==> src/rtl/stage3_hazard_ctrl.sv <==
// stage3_hazard_ctrl: pipeline control for the fetch/execute/mem RV32I core.
// Resolves mem-stage control transfers, sequences the fence.i / CSR
// serialization flush, and generates stall, flush and forwarding controls.
module stage3_hazard_ctrl #(
    parameter int unsigned IFLUSH_TIMEOUT = 255,
    parameter int unsigned CNT_W          = 8
) (
    input  logic        CLK,
    input  logic        RST,
    input  logic        imem_busy,
    input  logic        dmem_busy,
    input  logic        mem_valid,
    input  logic        brj_taken,
    input  logic [31:0] brj_addr,
    input  logic [31:0] pc4,
    input  logic        serialize,
    input  logic        fence_i,
    input  logic        iflush_done,
    input  logic [4:0]  rs1_e,
    input  logic [4:0]  rs2_e,
    input  logic [4:0]  rd_m,
    input  logic        reg_write,
    output logic        stall_fetch,
    output logic        stall_execute,
    output logic        stall_mem,
    output logic        flush_fetch,
    output logic        flush_execute,
    output logic        redirect,
    output logic [31:0] redirect_addr,
    output logic        iflush_req,
    output logic        iflush_err,
    output logic        fwd_rs1,
    output logic        fwd_rs2
);

    typedef enum logic [1:0] {
        RUN,
        FLUSH,
        REFETCH
    } state_t;

    localparam logic [CNT_W-1:0] CNT_LAST = CNT_W'(IFLUSH_TIMEOUT - 1);

    state_t            state_q, state_d;
    logic [CNT_W-1:0]  cnt_q, cnt_d;
    logic [31:0]       saved_pc_q, saved_pc_d;
    logic              iflush_err_q, iflush_err_d;
    logic              res;

    assign res = mem_valid & ~dmem_busy;

    // State, flush-wait counter, saved refetch PC and sticky timeout flag.
    always_ff @(posedge CLK or posedge RST) begin
        if (RST) begin
            state_q      <= RUN;
            cnt_q        <= '0;
            saved_pc_q   <= '0;
            iflush_err_q <= 1'b0;
        end else begin
            state_q      <= state_d;
            cnt_q        <= cnt_d;
            saved_pc_q   <= saved_pc_d;
            iflush_err_q <= iflush_err_d;
        end
    end

    // Next-state and all pipeline controls; outputs forced low while in reset.
    always_comb begin
        state_d       = state_q;
        cnt_d         = cnt_q;
        saved_pc_d    = saved_pc_q;
        iflush_err_d  = iflush_err_q;
        stall_fetch   = 1'b0;
        stall_execute = 1'b0;
        stall_mem     = 1'b0;
        flush_fetch   = 1'b0;
        flush_execute = 1'b0;
        redirect      = 1'b0;
        redirect_addr = '0;
        iflush_req    = 1'b0;
        iflush_err    = iflush_err_q;
        fwd_rs1       = mem_valid & reg_write & (rd_m != 5'd0) & (rd_m == rs1_e);
        fwd_rs2       = mem_valid & reg_write & (rd_m != 5'd0) & (rd_m == rs2_e);

        case (state_q)
            RUN: begin
                if (dmem_busy) begin
                    stall_fetch   = 1'b1;
                    stall_execute = 1'b1;
                    stall_mem     = 1'b1;
                end else if (res && brj_taken) begin
                    redirect      = 1'b1;
                    redirect_addr = brj_addr;
                    flush_fetch   = 1'b1;
                    flush_execute = 1'b1;
                end else if (res && serialize) begin
                    saved_pc_d    = pc4;
                    flush_fetch   = 1'b1;
                    flush_execute = 1'b1;
                    cnt_d         = '0;
                    state_d       = fence_i ? FLUSH : REFETCH;
                end else if (imem_busy) begin
                    stall_fetch = 1'b1;
                end
            end
            FLUSH: begin
                iflush_req    = 1'b1;
                stall_fetch   = 1'b1;
                flush_execute = 1'b1;
                if (iflush_done) begin
                    cnt_d   = '0;
                    state_d = REFETCH;
                end else if (cnt_q == CNT_LAST) begin
                    iflush_err_d = 1'b1;
                    cnt_d        = '0;
                    state_d      = REFETCH;
                end else begin
                    cnt_d = cnt_q + 1'b1;
                end
            end
            REFETCH: begin
                redirect      = 1'b1;
                redirect_addr = saved_pc_q;
                flush_fetch   = 1'b1;
                state_d       = RUN;
            end
            default: begin
                state_d = RUN;
            end
        endcase

        if (RST) begin
            stall_fetch   = 1'b0;
            stall_execute = 1'b0;
            stall_mem     = 1'b0;
            flush_fetch   = 1'b0;
            flush_execute = 1'b0;
            redirect      = 1'b0;
            redirect_addr = '0;
            iflush_req    = 1'b0;
            iflush_err    = 1'b0;
            fwd_rs1       = 1'b0;
            fwd_rs2       = 1'b0;
        end
    end

endmodule

==> config.mk <==
export PLATFORM = sky130hd
export DESIGN_NAME = stage3_hazard_ctrl
export DESIGN_NICKNAME = d
export VERILOG_FILES = /design/src/rtl/stage3_hazard_ctrl.sv
export SDC_FILE = /design/constraint.sdc
export NUM_CORES = 1
export LEC_CHECK = 0
export ABC_AREA = 1
export BUFFER_PORTS_ARGS = -buffer_cell sky130_fd_sc_hd__clkbuf_2
export CAP_MARGIN = 40
export CORE_MARGIN = 5
export CORE_UTILIZATION = 42
export DETAILED_ROUTE_END_ITERATION = 7
export GPL_ROUTABILITY_DRIVEN = 0
export HOLD_SLACK_MARGIN = 0.02
export PLACE_DENSITY = 0.76
export SLEW_MARGIN = 20
export SYNTH_ARGS = -nofsm -noshare
export SYNTH_HDL_FRONTEND = slang
export SYNTH_SLANG_ARGS = --single-unit
==> constraint.sdc <==
create_clock -name CLK -period 1.5 [get_ports CLK]
set_input_delay 0.15 -clock CLK [delete_from_list [all_inputs] [get_ports CLK]]
set_output_delay 0.15 -clock CLK [all_outputs]
set_load 0.01 [all_outputs]
# Word-level counts from Yosys, hierarchy flattened

Cells that the tools add are included.

Register bits after elaboration: 43
Input bits: 89
Output and inout bits: 42

Add/subtract/negate cells: 1
Equality and inequality tests: 9
Multiplexer cells: 42
Bitwise gates (word level): 8
Reduce and logical (&&, ||, !) cells: 9

Operator list:

| cell                                                                   | count |
|---|---|
| 32-bit two-way mux                                                     | 3 |
| 32-bit case mux with 2 select lines                                    | 1 |
| 8-bit two-way mux                                                      | 5 |
| 1-bit two-way mux                                                      | 21 |
| 8-bit case mux with 2 select lines                                     | 1 |
| 2-bit two-way mux                                                      | 6 |
| 4-bit AND reduction                                                    | 3 |
| 5-bit equality test                                                    | 2 |
| 8-bit by 1-bit adder with 8-bit output (second input constant)         | 1 |
| 8-bit equality test (second input constant)                            | 1 |
| 1-bit case mux with 2 select lines                                     | 4 |
| 2-bit != test (second input constant)                                  | 3 |
| 1-bit bitwise AND                                                      | 5 |
| 5-bit nonzero test                                                     | 1 |
| 2-bit case mux with 2 select lines                                     | 1 |
| 3-bit != test (second input constant)                                  | 1 |
| 1-bit NOT                                                              | 3 |
| 3-bit AND reduction                                                    | 1 |
| 2-bit by 1-bit equality test with 1-bit output (second input constant) | 1 |
| 2-bit equality test (second input constant)                            | 1 |
| 1-bit logical AND                                                      | 2 |
| 2-bit logical NOT                                                      | 1 |
| 2-bit nonzero test                                                     | 1 |

# Logic depth before layout (Yosys ltp)

Word-level depth: 8
Mapped depth: 9
Mapped depth without buffers: 9

# Worst setup path before layout

Ideal clock, no wire load.

Path kind: in2out
Start: input port RST
End: output port fwd_rs2
Arrival time: 1.562 ns
Data required time: 1.350 ns
Slack: -0.212 ns
Stages: 3
Buffers on the path: 0
Path through: inv_1 nand3_1 nor3_1

Cells in the longest elaborated chain, start to end: 1

Ends and longest elaborated chain:

| item              | RTL line | source |
|---|---|---|
| start, declared   | 9        | `input logic RST,` |
| 1-bit two-way mux | 132      | `if (RST) begin` |
| end, declared     | 33       | `output logic fwd_rs2` |

No other way between the ends.

# Worst setup path in the final report

Start: register state_q[0]
End: output port redirect_addr[24]

Cells in the longest elaborated chain, start to end: 3
Elaborated cells on any way between the ends: 4
Those cells by class: 1 x eq/ne; 2 x mux; 1 x reduce/logical

Ends and longest elaborated chain:

| item                                                     | RTL line | source |
|---|---|---|
| start, declared                                          | 44       | `state_t state_q, state_d;` |
| start signal, assigned                                   | 60       | `state_q <= state_d;` |
| 2-bit equality test or 2-bit logical NOT (tied branches) | 85       | `case (state_q)` |
| 32-bit case mux with 2 select lines *                    | 85       |  |
| 32-bit two-way mux *                                     | 132      |  |
| end, declared                                            | 29       | `output logic [31:0] redirect_addr,` |

Mark *: on every way between the ends. The rest lies on a longest branch, timed or not.

==> impl_metrics.json <==
{
  "max_slew.worst_pin.slew_ns": 0.543,
  "outcome": "finished, violations left",
  "edff_count_synth": 0,
  "worstPathBufferInverterCount": 4,
  "postSynthNetCount": 435,
  "first_pass_grt_wire_length_mm": 11.8,
  "first_iter_violations": 70,
  "ys_ff_latch": 43,
  "worst_r2r_path_depth": 8,
  "yosys_warnings": 0,
  "wl_per_cell_um": 13.1,
  "layout-area-overhead-vs-synth_pct": 36.2,
  "endpoint": "redirect_addr[24]",
  "rsz_0062_raised_after_global_routing": "yes",
  "gr-usage-all-layers_pct": 16.8,
  "io_pins": 131,
  "synth-seq-area-share_pct": 38.9,
  "worst-path-stages": 8,
  "yosys.cell_types.count": 30,
  "finalWorstPathRequiredPeriod_ns": 1.75,
  "slowest_delay_ns": 0.44,
  "timing.critical_path.arrival_ns": 1.60,
  "place_inst": 544,
  "yosys.area.top_type_share_pct": 38.9,
  "grt_overflow": 0,
  "chipWidth_um": 91.2,
  "clock_tree_from_tritoncts": "done",
  "synth_commonest_cells": "63 x sky130_fd_sc_hd__nand2_1, 50 x sky130_fd_sc_hd__inv_1, 50 x sky130_fd_sc_hd__nor2_1",
  "startpoint_of_the_worst_register_to_register_path": "state_q[0]",
  "dp_worst_setup_slack_ns": -0.000863,
  "route.detailed.drc": 0,
  "area_contributors_post_synth": "sky130_fd_sc_hd__dfrtp_1 39%, sky130_fd_sc_hd__o21ai_2 10%, sky130_fd_sc_hd__nand2_1 8.5%, sky130_fd_sc_hd__a22oi_1 7.6%, sky130_fd_sc_hd__inv_1 6.8%",
  "setup.worst_path.class": "flop to primary output",
  "synth.largest_area_cell": "sky130_fd_sc_hd__dfrtp_1",
  "power.density_nw_per_um2": 799,
  "violations": "negative setup slack",
  "timing.reg2reg.setup_slack_ns": 0.08,
  "cp.required_ns": 1.35,
  "crit_path_top_delay_cell": "sky130_fd_sc_hd__dfrtp_2",
  "dr.pass1.iters": 5,
  "cellLeakagePower_nw": 2.07,
  "synth.most_common_cell": "sky130_fd_sc_hd__nand2_1",
  "max_cap_viol_count": 0,
  "detailedPlacementHpwl_mm": 5.59,
  "drt.antenna.violating_nets": 0,
  "die-area_um2": 8310,
  "synth_top_flop_cell": "sky130_fd_sc_hd__dfrtp_1",
  "floorplan.initialDensity_pct": 43.3,
  "insertion_delay_ns": 0.29,
  "maxClockFrequency_mhz": 572,
  "placement.io_buffers": 130,
  "via_count": 2612,
  "core_um2": 6390,
  "timing_max_transition_violations_final": 0,
  "clock_pin_slew_worst_setup_and_hold_paths_ns": 0.07,
  "cpLargestDelayFamily": "buffers and inverters",
  "drt_wl_total_mm": 7.30,
  "crit_path_start_kind": "flop",
  "gate_count_post_synth": 344,
  "share_of_layout_cells_above_drive_strength_1_pct": 45.5,
  "final-setup-viol-count": 35,
  "final_hold_viol_count": 0,
  "fin_skew_ns": 0.00465,
  "grt_pass1_vias": 2629,
  "async_flop_share_pct": 100,
  "mappedNetlistArea_um2": 2770,
  "tritoncts.num_buffers": 5,
  "hold_path_class": "input pin to flop",
  "route.detailed.vias_per_inst": 4.68,
  "placementRows": 29,
  "nets": 573,
  "min_period_over_period_pct": 117,
  "design_power_total_mw": 3.01,
  "clock-root-buffer": "sky130_fd_sc_hd__clkbuf_8",
  "clock_sink_total": 43,
  "setup.worst_path.start": "state_q[0]",
  "final-instance-count-excl-fill": 558,
  "syn_area_per_cell_um2": 8.05,
  "totalNegativeSetupSlack_ns": -7.21,
  "peakVddDrop_v": 0.000392,
  "cts-hold-fix-buffers": 0,
  "height_of_the_chip_um": 91.2,
  "ctsHtreeMaxLevel": 2,
  "worst_slew_margin_rel_pct": 63.8,
  "grt_antenna_before_repair": 0,
  "critical_path.most_common_cell": "sky130_fd_sc_hd__nor2_4",
  "worst_r2r_endpoint": "saved_pc_q[14]",
  "antenna-diode-count": 0,
  "final.hold.worst_slack_ns": 0.0522,
  "timing.final.ws_setup_ns": -0.249,
  "path_max_fanout": 5,
  "critical_path.endpoint_type": "primary output",
  "worst_path_cell_chain": "nor2_4 > inv_2 > nor2_4 > buf_6 > buf_12 > a22oi_1 > nor2_1 > clkbuf_2",
  "grt_start_max_net_pins": 44,
  "cts_max_path_buffers": 2
}
==> worst min-delay path by stage <==
| stage | cells after the start | startpoint | end |
|---|---|---|---|
| floorplan | 1 | RST | cnt_q[0] |
| global placement | 2 | fence_i | state_q[1] |
| detailed placement | 2 | fence_i | state_q[1] |
| CTS | 2 | fence_i | state_q[1] |
| global route | 2 | fence_i | state_q[1] |
| finish | 2 | fence_i | state_q[1] |
==> per-layer routing <==
metal / track usage (%) / share of wire (%) / vias to the layer above
met5: 0 / 0 / -
met4: 6.72 / 1.2 / 0
met3: 3.31 / 6.1 / 7
met2: 29.0 / 49 / 91
met1: 20.6 / 44 / 1136
li1: - / - / 1378
==> per-stage QoR <==
stage          utilization [%]  instance area, µm²
2_1_floorplan                -                2770
3_3_place_gp              54.8                3500
3_5_place_dp              54.8                3500
4_1_cts                   56.4                3600
5_1_grt                   59.0                3770
6_report                  59.0                3770
==> placed cells by master, fill, tap and decap left out, types with 2 or more instances in the layout <==
cell type | Yosys | layout
sky130_fd_sc_hd__clkbuf_2 | 0 | 94
sky130_fd_sc_hd__xor2_1 | 5 | 5
sky130_fd_sc_hd__clkinvlp_4 | 0 | 2
sky130_fd_sc_hd__nand2_2 | 1 | 3
sky130_fd_sc_hd__buf_6 | 9 | 4
sky130_fd_sc_hd__inv_1 | 50 | 49
sky130_fd_sc_hd__o21ai_2 | 32 | 32
sky130_fd_sc_hd__clkbuf_8 | 0 | 5
sky130_fd_sc_hd__buf_4 | 2 | 8
sky130_fd_sc_hd__nand3_1 | 16 | 16
sky130_fd_sc_hd__nand2_1 | 63 | 61
sky130_fd_sc_hd__clkbuf_16 | 0 | 2
sky130_fd_sc_hd__a22oi_1 | 28 | 18
sky130_fd_sc_hd__nor2_1 | 50 | 49
sky130_fd_sc_hd__a21oi_1 | 4 | 2
sky130_fd_sc_hd__buf_2 | 3 | 36
sky130_fd_sc_hd__ha_1 | 2 | 2
sky130_fd_sc_hd__xnor2_1 | 6 | 6
sky130_fd_sc_hd__o21ai_0 | 4 | 4
sky130_fd_sc_hd__nor2_4 | 3 | 4
sky130_fd_sc_hd__nor3_1 | 5 | 4
sky130_fd_sc_hd__buf_12 | 0 | 4
sky130_fd_sc_hd__dfrtp_1 | 43 | 42
sky130_fd_sc_hd__a22oi_2 | 5 | 15
sky130_fd_sc_hd__a21oi_2 | 0 | 2
==> kinds of logic after synthesis <==
| kind of cell | after synthesis | share of synthesized area [%] |
|---|---|---|
| compound gates | 76 | 22.2 |
| xor+xnor | 11 | 3.48 |
| fa+ha+maj | 2 | 0.904 |
| buf+inv | 69 | 12.3 |
| flops | 43 | 38.9 |
| simple gates | 143 | 22.2 |
==> layout make-up <==
| cell class | count | area, µm² |
|---|---|---|
| Tap cell | 77 | 96.3 |
| Timing Repair Buffer | 148 | 886 |
| Sequential cell | 43 | 1080 |
| Fill cell | 588 | 2620 |
| Clock inverter | 1 | 7.51 |
| Multi-Input combinational cell | 232 | 1430 |
| Inverter | 52 | 200 |
| Clock buffer | 5 | 68.8 |
==> sequential cells by signal, indices dropped and copies added (netlist names) <==
signal,cells
cnt_q,8
iflush_err_q,1
saved_pc_q,32
state_q,2
==> what timing repair did <==
action                     in CTS  in global routing
setup endpoints to repair      37                 38
gates resized for setup         2                 57
setup buffers                   3                  3
pin swaps                       1                 13
gates cloned                    0                  2
==> where the power goes <==
| part | switching (mW) | leakage, nW | internal [mW] | total [mW] |
|---|---|---|---|---|
| combinational | 0.410 | 1.48 | 0.386 | 0.796 |
| sequential | 0.159 | 0.549 | 1.38 | 1.54 |
| clock | 0.369 | 0.0361 | 0.309 | 0.678 |
| total | 0.938 | 2.07 | 2.07 | 3.01 |
No activity file was read; power rests on OpenSTA's default activity.
